## config.mk

```make
export PLATFORM = sky130hd
export DESIGN_NAME = sbox_share_feeder
export DESIGN_NICKNAME = d
export VERILOG_FILES = /design/src/rtl/sbox_share_feeder.sv
export SDC_FILE = /design/constraint.sdc
export NUM_CORES = 1
export LEC_CHECK = 0
export BUFFER_PORTS_ARGS = -buffer_cell sky130_fd_sc_hd__buf_2
export CORE_ASPECT_RATIO = 1.2
export CORE_MARGIN = 8
export CORE_UTILIZATION = 52
export CTS_CLUSTER_SIZE = 12
export DETAILED_ROUTE_END_ITERATION = 8
export PLACE_DENSITY = 0.84
export SYNTH_ARGS = -nofsm -noshare
export SYNTH_HDL_FRONTEND = slang
export SYNTH_SLANG_ARGS = --single-unit
export TNS_END_PERCENT = 1
```

## constraint.sdc

```tcl
create_clock -name clk -period 4.3 [get_ports clk]
set_input_delay 0 -clock clk [delete_from_list [all_inputs] [get_ports clk]]
set_output_delay 0 -clock clk [all_outputs]
set_load 0.02 [all_outputs]
```

## src/rtl/sbox_share_feeder.sv

```systemverilog
// Splits an unshared state into 2-share Boolean nibbles, one per cycle, for a 1-cycle TI S-box.
// Emits a result valid/index stream delayed one cycle so it lines up with the S-box outputs.
module sbox_share_feeder #(
  parameter int NIBBLES = 16,
  parameter int IDXW    = $clog2(NIBBLES)
) (
  input  logic                 clk,
  input  logic                 rst,
  input  logic                 start,
  input  logic [4*NIBBLES-1:0] data_in,
  input  logic [3:0]           rnd_in,
  input  logic                 rnd_valid,
  output logic                 busy,
  output logic [1:0]           ina,
  output logic [1:0]           inb,
  output logic [1:0]           inc,
  output logic [1:0]           ind,
  output logic                 sh_valid,
  output logic [IDXW-1:0]      sh_idx,
  output logic                 res_valid,
  output logic [IDXW-1:0]      res_idx,
  output logic                 done
);

  typedef enum logic [1:0] {
    S_IDLE  = 2'd0,
    S_FEED  = 2'd1,
    S_DRAIN = 2'd2
  } state_t;

  localparam logic [IDXW-1:0] LAST_IDX = IDXW'(NIBBLES - 1);

  state_t                 r_state;
  state_t                 w_state_nxt;
  logic [4*NIBBLES-1:0]   r_shift;
  logic [4*NIBBLES-1:0]   w_shift_nxt;
  logic [IDXW-1:0]        r_idx;
  logic [IDXW-1:0]        w_idx_nxt;
  logic [1:0]             w_ina_nxt;
  logic [1:0]             w_inb_nxt;
  logic [1:0]             w_inc_nxt;
  logic [1:0]             w_ind_nxt;
  logic                   w_sh_valid_nxt;
  logic [IDXW-1:0]        w_sh_idx_nxt;
  logic                   w_done_nxt;

  always_comb begin
    w_state_nxt    = r_state;
    w_shift_nxt    = r_shift;
    w_idx_nxt      = r_idx;
    w_ina_nxt      = 2'b00;
    w_inb_nxt      = 2'b00;
    w_inc_nxt      = 2'b00;
    w_ind_nxt      = 2'b00;
    w_sh_valid_nxt = 1'b0;
    w_sh_idx_nxt   = sh_idx;
    w_done_nxt     = 1'b0;
    case (r_state)
      S_IDLE: begin
        if (start) begin
          w_shift_nxt = data_in;
          w_idx_nxt   = '0;
          w_state_nxt = S_FEED;
        end
      end
      S_FEED: begin
        // Without fresh randomness nothing is emitted; the nibble waits for a mask.
        if (rnd_valid) begin
          w_ina_nxt      = {rnd_in[0], r_shift[0] ^ rnd_in[0]};
          w_inb_nxt      = {rnd_in[1], r_shift[1] ^ rnd_in[1]};
          w_inc_nxt      = {rnd_in[2], r_shift[2] ^ rnd_in[2]};
          w_ind_nxt      = {rnd_in[3], r_shift[3] ^ rnd_in[3]};
          w_sh_valid_nxt = 1'b1;
          w_sh_idx_nxt   = r_idx;
          w_shift_nxt    = r_shift >> 4;
          w_idx_nxt      = r_idx + IDXW'(1);
          if (r_idx == LAST_IDX) begin
            w_state_nxt = S_DRAIN;
          end
        end
      end
      S_DRAIN: begin
        w_done_nxt  = 1'b1;
        w_state_nxt = S_IDLE;
      end
      default: begin
        w_state_nxt = S_IDLE;
      end
    endcase
  end

  always_ff @(posedge clk) begin
    if (rst) begin
      r_state   <= S_IDLE;
      r_shift   <= '0;
      r_idx     <= '0;
      busy      <= 1'b0;
      ina       <= 2'b00;
      inb       <= 2'b00;
      inc       <= 2'b00;
      ind       <= 2'b00;
      sh_valid  <= 1'b0;
      sh_idx    <= '0;
      res_valid <= 1'b0;
      res_idx   <= '0;
      done      <= 1'b0;
    end else begin
      r_state   <= w_state_nxt;
      r_shift   <= w_shift_nxt;
      r_idx     <= w_idx_nxt;
      busy      <= (w_state_nxt != S_IDLE);
      ina       <= w_ina_nxt;
      inb       <= w_inb_nxt;
      inc       <= w_inc_nxt;
      ind       <= w_ind_nxt;
      sh_valid  <= w_sh_valid_nxt;
      sh_idx    <= w_sh_idx_nxt;
      // S-box has one register stage, so results trail the shares by exactly one cycle.
      res_valid <= sh_valid;
      res_idx   <= sh_idx;
      done      <= w_done_nxt;
    end
  end

endmodule
```

# [Yosys cells after proc, flatten, opt, wreduce, memory -nomap -nowiden]
# Cells that the tools add are included.
[word_totals] reg_bits=90 output_inout_bits=20
[classes] addsub=1 eq_ne=5 mux=12 n_bitwise=6 n_reduce_logical=7
[op_table] op="64-bit 2-to-1 mux" count=2
[op_table] op="64-bit one-hot mux with 2 select lines" count=1
[op_table] op="4-bit 2-to-1 mux" count=2
[op_table] op="4-bit one-hot mux with 2 select lines" count=1
[op_table] op="2-bit 2-to-1 mux" count=3
[op_table] op="4-bit by 1-bit adder with 4-bit output (second input constant)" count=1
[op_table] op="4-bit equality test (second input constant)" count=1
[op_table] op="2-bit != test (second input constant)" count=2
[op_table] op="2-bit one-hot mux with 2 select lines" count=1
[op_table] op="2-bit nonzero test" count=2
[op_table] op="1-bit bitwise XOR" count=4
[op_table] op="3-bit AND reduction" count=1
[op_table] op="3-bit OR reduction" count=1
[op_table] op="2-bit by 1-bit equality test with 1-bit output (second input constant)" count=1
[op_table] op="2-bit equality test (second input constant)" count=1
[op_table] op="2-bit zero test" count=1
[op_table] op="1-bit 2-to-1 mux" count=2
[op_table] op="1-bit NOT" count=2
[op_table] op="2-bit AND reduction" count=1
[op_table] op="2-bit OR reduction" count=1

# [Depth between registers and ports, before layout]
# Gate-level depths: netlist of the first run.
[logic_depth] depth_word=5 ltp_mapped=6

# [Worst setup path after synthesis of the first run]
# Ideal clock, no wire load.
[synth_timing] kind="reg2reg" startpoint="reg r_state[0]" endpoint="reg r_shift[0]" setup_ns=0.089 arrival_time_ns=1.258 slack_ns=2.953 path_stages_with_launch=6 synth_period_minus_slack_ns=1.347 cell_sequence="dfxtp_1 > buf_4 > mux2_4 > buf_6 > buf_6 > a311oi_2"
[synth_via] elab_chain_cells=3
[synth_lines] item="start, declared" line="33" rtl="state_t r_state;"
[synth_lines] item="start signal, assigned" line="108" rtl="r_state <= w_state_nxt;"
[synth_lines] item="2-bit by 1-bit equality test with 1-bit output or 2-bit zero test (tied branches)" line="58" rtl="case (r_state)"
[synth_lines] item="2-bit != test (no source line) or 2-bit nonzero test (tied branches)"
[synth_lines] item="3-bit AND reduction (no source line)"
[synth_lines] item="end signal, assigned" line="109" rtl="r_shift <= w_shift_nxt;"
[synth_lines] item="end, declared" line="35" rtl="logic [4*NIBBLES-1:0] r_shift;"
# Parallel ways exist; a longest one is shown, timed or not.
# A chain may end at the register's enable or synchronous reset.

# [Worst setup path after layout of the first run]
[layout_timing] startpoint="reg r_state[1]" endpoint="reg r_shift[0]"
# The elaborated chain is that of the path after synthesis.

==> impl_metrics.toml, run 1 <==
[clock_network]
cts_tree = "yes"
clock_latency_ns = 0.36
cts.sinks = 90
clock-root-buffer = "clkbuf_8"
clkTransAtPathRegs_ns = 0.10
cts_buffers = 9
cts_resized = 0
h-tree-depth = 3
clock_path_buffers = 2

[sta]
period_needed_ns = 2.37
setup_viol = 0
hold_viol = 0
fin_worst_skew_ns = 0.00743
final_max_slew_viol_count = 0
worst_slack_ns = 1.93
max_freq_mhz = 422
tightest_slew_ns = 1.18
tns_ns = 0
relSlewSlack = 0.215
rsz0062_at_grt = "no"
final.period_utilization = 0.551

[pwr]
p_per_area_mw_per_mm2 = 395
power_frac_seq = 0.475
switching_share = 0.265
combPwrFrac = 0.165
internal_power_mw = 1.44
p_leak_nw = 2.10
ir_worst_vdd_uv = 196
power.switching_uw = 521
p_clk_frac = 0.359

[final_layout]
layout_common_cells = "dfxtp_1, buf_2, a21oi_1"
area_growth_syn_to_layout_pct = 16.3
drive_above_1_share = 0.387
diodes = 0
finalNetCount = 520
nFillCells = 672

[grt]
grt_max_degree = 100
globalRouteMet2Util = 0.269
track_usage = 0.170
grt-ovfl-total = 0
grtUsageMet1 = 0.217
busiest_layer = "met2"
grt_pass1_vias = 3113
grt_util_met3 = 0.0357
antenna_found_initial = 0
grt_pass1_wl_mm = 15.6

[worst_setup_path]
cp_data_required_time_ns = 4.57
critPathSlowestCell = "inv_4"
start_kind = "flop"
worst-setup-path-type = "reg -> reg"
crit_path_end_kind = "flop"
cp_slowest_stage_delay_ns = 0.86
cp_cell_sequence = "inv_4 -> buf_4 -> a21oi_1 -> a311oi_2"
crit_arrival_ns = 2.64
critPathMaxFanout = 99

[synth]
synth_nets = 450
syn_avg_cell_area_um2 = 11.3
synth_cell_types = 34
synth_edf_count = 0
yosysSeqAreaShare = 0.422
synth-warning-count = 0
syn_inst = 377
async_flop_share = 0
netlist_area_mm2 = 0.00427
synth-seq-cells = 90
synth_ff_type = "dfxtp_1"

[run_status]
status = "complete, no violations"

[place]
portBuffers = 91
globalplace.congestion = 0.817
dp_hpwl_mm = 6.08
dp_slack_ns = 2.00

[floorplanning]
boundaryPins = 92
dieArea_mm2 = 0.0114
row_count = 36
core_area_mm2 = 0.00806
die_y_um = 115
start_util = 0.530
die_w_um = 98.7

[detailed_routing]
wl_mm = 9.66
via_per_inst = 5.98
drt_iter0_drc = 233
drc_errors = 0
ant_nets = 0
wire_per_inst_um = 17.7
via_count = 3270
dr.pass1.iters = 4

[hold_path]
hold_path.class = "in -> reg"

[job]
drv_cap = 0
## kinds of logic after synthesis
logic type / synth area share
AOI/OAI and AO/OA: 0.310
DFF: 0.422
muxes: 0.146
buffers and inverters: 0.0633
and+or+nand+nor: 0.0469
xor gates and xnor gates: 0.00820
adders and majority gates: 0.00293
## metal layers
metal / vias to the layer above / share of wire
met5: - / 0
met4: 0 / 0.014
met3: 8 / 0.039
met2: 94 / 0.48
met1: 1576 / 0.46
li1: 1592 / -
## what timing repair did
action,4_1_cts,5_1_grt
endpoints found under the hold margin,16,0
setup endpoints to repair,0,0
hold buffers,10,0
setup buffers,0,0
## layout make-up
type	instances	area, µm²	area share
clock buffer	9	124	0.0249
tap	95	119	0.0239
timing repair buffer	103	586	0.118
clock inverter	7	125	0.0252
inverter	2	10.0	0.00201
sequential	90	1800	0.363
multi-input combinational	241	2200	0.444
## state kept, by name, summed over array words and instances, names as in the netlist
register and count:
r_state 2, res_valid 1, busy 1, res_idx 4, r_idx 4, inb 2
ind 2, ina 2, sh_idx 4, r_shift 64, sh_valid 1, done 1
inc 2
## cell usage after synthesis, types with 2 or more instances
cell type	count	area [µm²]
buf_1	3	11.3
buf_6	8	90.1
o21a_1	2	15.0
o21ai_0	7	35.0
nor2_1	5	18.8
dfxtp_1	90	1800
a311oi_2	60	901
o22a_1	3	26.3
clkbuf_4	2	15.0
buf_4	5	37.5
nand4_1	6	37.5
nor2b_1	5	31.3
clkbuf_1	17	63.8
and2_1	5	31.3
nand3_1	2	10.0
xnor2_1	4	35.0
mux2i_1	61	611
a21oi_1	67	335
inv_2	2	7.51
buf_2	9	45.0
## final timing paths
| kind | start | endpoint | slack, ns | depth (start not counted) |
|---|---|---|---|---|
| worst max-delay path | r_state[1] | r_shift[0] | 1.93 | 4 |
| worst min-delay path | data_in[2] | r_shift[2] | 0.04 | 3 |
| worst max register to register | r_state[1] | r_shift[0] | 1.93 | 4 |
| worst min register to register | sh_valid | res_valid | 0.48 | 1 |
## through the flow
step	hold slack, ns	area (µm²)	instances	utilization	total power, mW
final	0.0355	4970	547	0.616	1.96
after global routing	0.0363	4970	547	0.616	2.05
after CTS	0.0251	4970	547	0.616	1.98
after detailed placement	0.232	4620	521	0.573	1.27
after global placement	0.230	4620	521	0.573	1.26
after floorplan	0.0832	4270	377	-	1.20
## worst max-delay path: cells and delay by family (launching register included)
family | cells | cell delay [ns]
buf+inv | 2 | 1.35
flops | 1 | 0.44
compound gates | 2 | 0.41
## power groups by stage
stage	clock, mW	sequential [mW]	combinational, mW
finish	0.706	0.934	0.325
global placement	0	0.949	0.307
detailed placement	0	0.952	0.317
floorplan	0	0.949	0.252
CTS	0.715	0.934	0.326
global route	0.755	0.941	0.353
Note: power is estimated with default switching activity, not from simulation.
==> inputs of run 2 (changes only) <==
clock period = 2.3 ns   (was 4.3 ns; I/O delays follow)
==> run 2 against run 1 <==
Sequential power grew 87%; clock power grew 73%; via count grew 0.24%; final cell count grew 1.1%; fmax grew 28%; first-iteration DRC count shrank 15%; hold slack lost 0.0030 ns; highest routed layer unchanged.
==> impl_metrics.toml, run 2 (synthesis gave the netlist of run 1 again) <==
[sta]
final_max_slew_viol_count = 0
hold_viol = 0
relSlewSlack = 0.637
tightest_slew_ns = 0.529
period_needed_ns = 1.85
tns_ns = 0
max_freq_mhz = 541
fin_worst_skew_ns = 0.00700
setup_viol = 0
final.period_utilization = 0.804
rsz0062_at_grt = "no"
worst_slack_ns = 0.450

[clock_network]
cts_tree = "yes"
clock_latency_ns = 0.37
cts_resized = 0
clock-root-buffer = "clkbuf_8"
clock_path_buffers = 2
clkTransAtPathRegs_ns = 0.09
cts_buffers = 9
cts.sinks = 90
h-tree-depth = 3
post_cts_buffers = 0

[detailed_routing]
drt_iter0_drc = 199
wire_per_inst_um = 18.0
ant_nets = 0
drc_errors = 0
wl_mm = 9.93
via_per_inst = 5.93
via_count = 3278
dr.pass1.iters = 5

[place]
dp_hpwl_mm = 6.70
portBuffers = 91
dpl-instance-area_mm2 = 0.00474
globalplace.congestion = 0.830
dp_slack_ns = 0.494

[worst_setup_path]
crit_arrival_ns = 2.09
start_kind = "flop"
cp_slowest_stage_delay_ns = 0.58
worstReg2RegStart = "r_state[1]"
crit_family = "flip-flops"
critPathMaxFanout = 20
crit_path_end_kind = "flop"
worst-setup-path-type = "reg -> reg"
startpoint = "r_state[1]"
cp_num_buf_inv = 1
cp_data_required_time_ns = 2.54
critPathSlowestCell = "dfxtp_1"
cp_cell_sequence = "nand2b_4 -> buf_12 -> mux2i_1 -> a311oi_2"

[final_layout]
regMostFlops = "r_shift"
finish.instance_area_mm2 = 0.00507
nFillCells = 619
layout_common_cells = "dfxtp_1, buf_2, a21oi_1"
area_growth_syn_to_layout_pct = 18.7
diodes = 0
largest_reg_flops = 64
finalNetCount = 526
multi_input_area_mm2 = 0.00220
regArea_mm2 = 0.00180
drive_above_1_share = 0.393

[floorplanning]
core_area_mm2 = 0.00806
row_count = 36
dieArea_mm2 = 0.0114
die_w_um = 98.7
boundaryPins = 92
start_util = 0.530
die_y_um = 115

[grt]
grt-ovfl-total = 0
grt_max_degree = 57
antenna_found_initial = 0
grt_pass1_wl_mm = 16.2
grt_pass1_vias = 3269
track_usage = 0.179

[hold_path]
hold_path.class = "in -> reg"
hp-start = "data_in[26]"

[pwr]
ir_worst_vdd_uv = 368
p_leak_nw = 2.16
p_per_area_mw_per_mm2 = 709

[run_status]
status = "complete, no violations"

[job]
drv_cap = 0
## run 2: path summary, 6_finish.rpt
| path | cells past startpoint | to | slack [ns] |
|---|---|---|---|
| min | 3 | r_shift[26] | 0.03 |
| min reg2reg | 1 | res_valid | 0.46 |
| max reg2reg | 4 | r_shift[42] | 0.45 |
| max | 4 | r_shift[42] | 0.45 |
## run 2: power breakdown
| group | total, mW | leakage (nW) | switching [mW] | internal (mW) |
|---|---|---|---|---|
| logic | 0.630 | 1.30 | 0.326 | 0.303 |
| clock network | 1.22 | 0.117 | 0.547 | 0.672 |
| registers | 1.75 | 0.743 | 0.0693 | 1.68 |
## run 2: metal layers
| layer | GRT usage | routed length [µm] |
|---|---|---|
| met1 | 0.209 | 4230 |
| met5 | 0 | 0 |
| met3 | 0.0497 | 545 |
| met4 | 0.101 | 251 |
| met2 | 0.291 | 4910 |
## run 2: final cells by class
class / count / area share
Clock inverter: 4 / 0.0146
Sequential cell: 90 / 0.355
Clock buffer: 12 / 0.0306
Tap cell: 95 / 0.0234
Multi-Input combinational cell: 241 / 0.435
Timing Repair Buffer: 109 / 0.139
Inverter: 2 / 0.00197
## run 2: tightest hold or removal path, delay by kind of cell
family	cells	cell delay, ns
buffers and inverters	1	0.10
multiplexers	1	0.15
AO/OA/AOI/OAI	1	0.11
## run 2: metrics by stage
step | power, mW | hold slack [ns] | util | instances
6_report | 3.60 | 0.0325 | 0.629 | 553
5_1_grt | 3.76 | 0.0291 | 0.629 | 553
4_1_cts | 3.63 | 0.0186 | 0.629 | 553
3_5_place_dp | 2.40 | 0.236 | 0.588 | 527
3_3_place_gp | 2.37 | 0.229 | 0.588 | 527
2_1_floorplan | 2.25 | 0.0832 | - | 377
## run 2: timing repair
action,CTS,global route
endpoints found under the hold margin,16,0
hold buffers,10,0
setup endpoints to repair,0,0
==> inputs of run 3 (changes only) <==
ABC_AREA = 1   (was not set)
CORE_UTILIZATION = 49   (was 52)
PLACE_DENSITY = 0.83   (was 0.84)
clock period = 1.5 ns   (was 2.3 ns; I/O delays follow)
==> run 3 against run 2 <==
Clock skew is 0.0057 ns higher; via count grew 28%; count of clock-buffer cells in the layout down 3; first-iteration DRC count is 62% higher; critical path depth rose by 1; die area increased by 2.0%; clock power rose by 34%; non-clock buffer count rose by 45; design area rose by 6.5%; hold slack worse by 0.028 ns.
==> impl_metrics.toml, run 3 <==
[final_layout]
postLayoutCoreUtil = 0.662
finalNetCount = 849
largest_reg_flops = 64
finish.instance_area_mm2 = 0.00540
stdcell_count = 894
layout_commonest_cell = "nand2_1"
drive_above_1_share = 0.155
diodes = 0
regMostFlops = "r_shift"
layout_common_cells = "nand2_1, nor2_1, buf_2"
area_growth_syn_to_layout_pct = 31.0

[pwr]
ir_worst_vdd_uv = 724
p_leak_nw = 2.74
p_per_area_mw_per_mm2 = 984
fin_total_pwr_mw = 5.31

[worst_setup_path]
cp_data_required_time_ns = 1.80
crit_arrival_ns = 1.77
critPathMaxFanout = 10
start_kind = "flop"
worst-setup-path-type = "reg -> reg"
crit_path_end_kind = "flop"

[sta]
worst_slack_ns = 0.0296
rsz0062_at_grt = "yes"
setup_viol = 0
fin_worst_skew_ns = 0.0127
period_needed_ns = 1.47
relSlewSlack = 0.819
hold_viol = 0
max_freq_mhz = 680
final.period_utilization = 0.980
tns_ns = 0
holdWs_ns = 0.00411
final_max_slew_viol_count = 0
tightest_slew_ns = 0.269

[clock_network]
clock_path_buffers = 2
h-tree-depth = 3
clock-root-buffer = "clkbuf_8"
clkTransAtPathRegs_ns = 0.10
cts_tree = "yes"
cts_buffers = 9
cts.sinks = 90
clock_latency_ns = 0.36

[place]
dp_hpwl_mm = 6.54
dpl-instance-area_mm2 = 0.00463
portBuffers = 91
dp_slack_ns = 0.120
dp.cells = 823
globalplace.congestion = 0.822

[synth]
synth-seq-cells = 90
synth_top_area_share = 0.437
synth_ff_type = "dfxtp_1"
synth_cell_types = 21
syn_inst = 645
synth_top_cell_by_area = "dfxtp_1"
synth-warning-count = 0
synth_common_cells = "nand2_1, nor2_1, dfxtp_1"
synth.most_common_cell = "nand2_1"
synthTopCellsByArea = "dfxtp_1, nand2_1, nor2_1"
syn_avg_cell_area_um2 = 6.39
synth_nets = 718
synth_edf_count = 0
async_flop_share = 0
netlist_area_mm2 = 0.00412
yosysSeqAreaShare = 0.437

[floorplanning]
boundaryPins = 92
core_area_mm2 = 0.00815
die_y_um = 116
row_count = 36
die_w_um = 99.7
dieArea_mm2 = 0.0116
start_util = 0.505

[grt]
grt_max_degree = 67
antenna_found_initial = 0
track_usage = 0.183
globalRouteMet2Util = 0.328
grt_util_met3 = 0.0423
grt_pass1_vias = 3975
busiest_layer = "met2"
grt_pass1_wl_mm = 17.3
grtUsageMet1 = 0.194
grt-ovfl-total = 0

[detailed_routing]
dr.pass1.iters = 5
via_count = 4200
wire_per_inst_um = 11.6
drc_errors = 0
drt_iter0_drc = 322
wl_mm = 10.4
via_per_inst = 4.70
ant_nets = 0

[job]
drv_cap = 0

[run_status]
status = "complete, no violations"

[hold_path]
hold_path.class = "in -> reg"
-- run 3: layer usage --
metal | wire, µm | share of wire
met1 | 4240 | 0.41
met2 | 5220 | 0.50
met3 | 622 | 0.060
met4 | 328 | 0.032
met5 | 0 | 0
-- run 3: logic make-up (layout without fill, tap and decap cells) --
logic type               count (synthesis)  in the layout  share of synthesized area
AND/OR/NAND/NOR                        364            364                      0.346
buffers and inverters                  119            254                      0.126
flip-flops                              90             90                      0.437
AO/OA/AOI/OAI                           71             71                     0.0878
adder cells (fa/ha/maj)                  1              1                    0.00304
-- run 3: path summary, 6_finish.rpt --
path | from | endpoint | slack, ns | cells past startpoint
worst min register to register | sh_idx[0] | res_idx[0] | 0.44 | 2
worst max register to register | r_state[0] | r_shift[60] | 0.03 | 5
worst min-delay path | data_in[13] | r_shift[13] | 0.004 | 5
worst max-delay path | r_state[0] | r_shift[60] | 0.03 | 5
-- run 3: area by class of cell --
type                            count  area [µm²]
Tap cell                          114         143
Timing Repair Buffer              154        1130
Clock inverter                      6        66.3
Fill cell                         692        2750
Multi-Input combinational cell    436        1810
Inverter                           85         322
Sequential cell                    90        1800
Clock buffer                        9         124
-- run 3: timing repair --
item / 4_1_cts / 5_1_grt
resized for setup: 0 / 4
hold buffers: 56 / 0
buffers inserted: 0 / 0
setup endpoints to repair: 0 / 10
endpoints found under the hold margin: 59 / 0
-- run 3: where the power goes --
| group | internal [mW] | leakage [nW] | switching, mW | total, mW |
|---|---|---|---|---|
| registers | 2.57 | 0.743 | 0.0546 | 2.63 |
| logic | 0.447 | 1.91 | 0.605 | 1.05 |
| clock network | 0.763 | 0.0877 | 0.869 | 1.63 |
| total | 3.78 | 2.74 | 1.53 | 5.31 |
-- run 3: worst max-delay path, stage by stage, from the launching register on --
cell and delay [ns]:
dfxtp_1 0.32, buf_4 0.17, inv_2 0.09, nand4_1 0.09, dlygate4sd3_1 0.59, a21oi_1 0.15
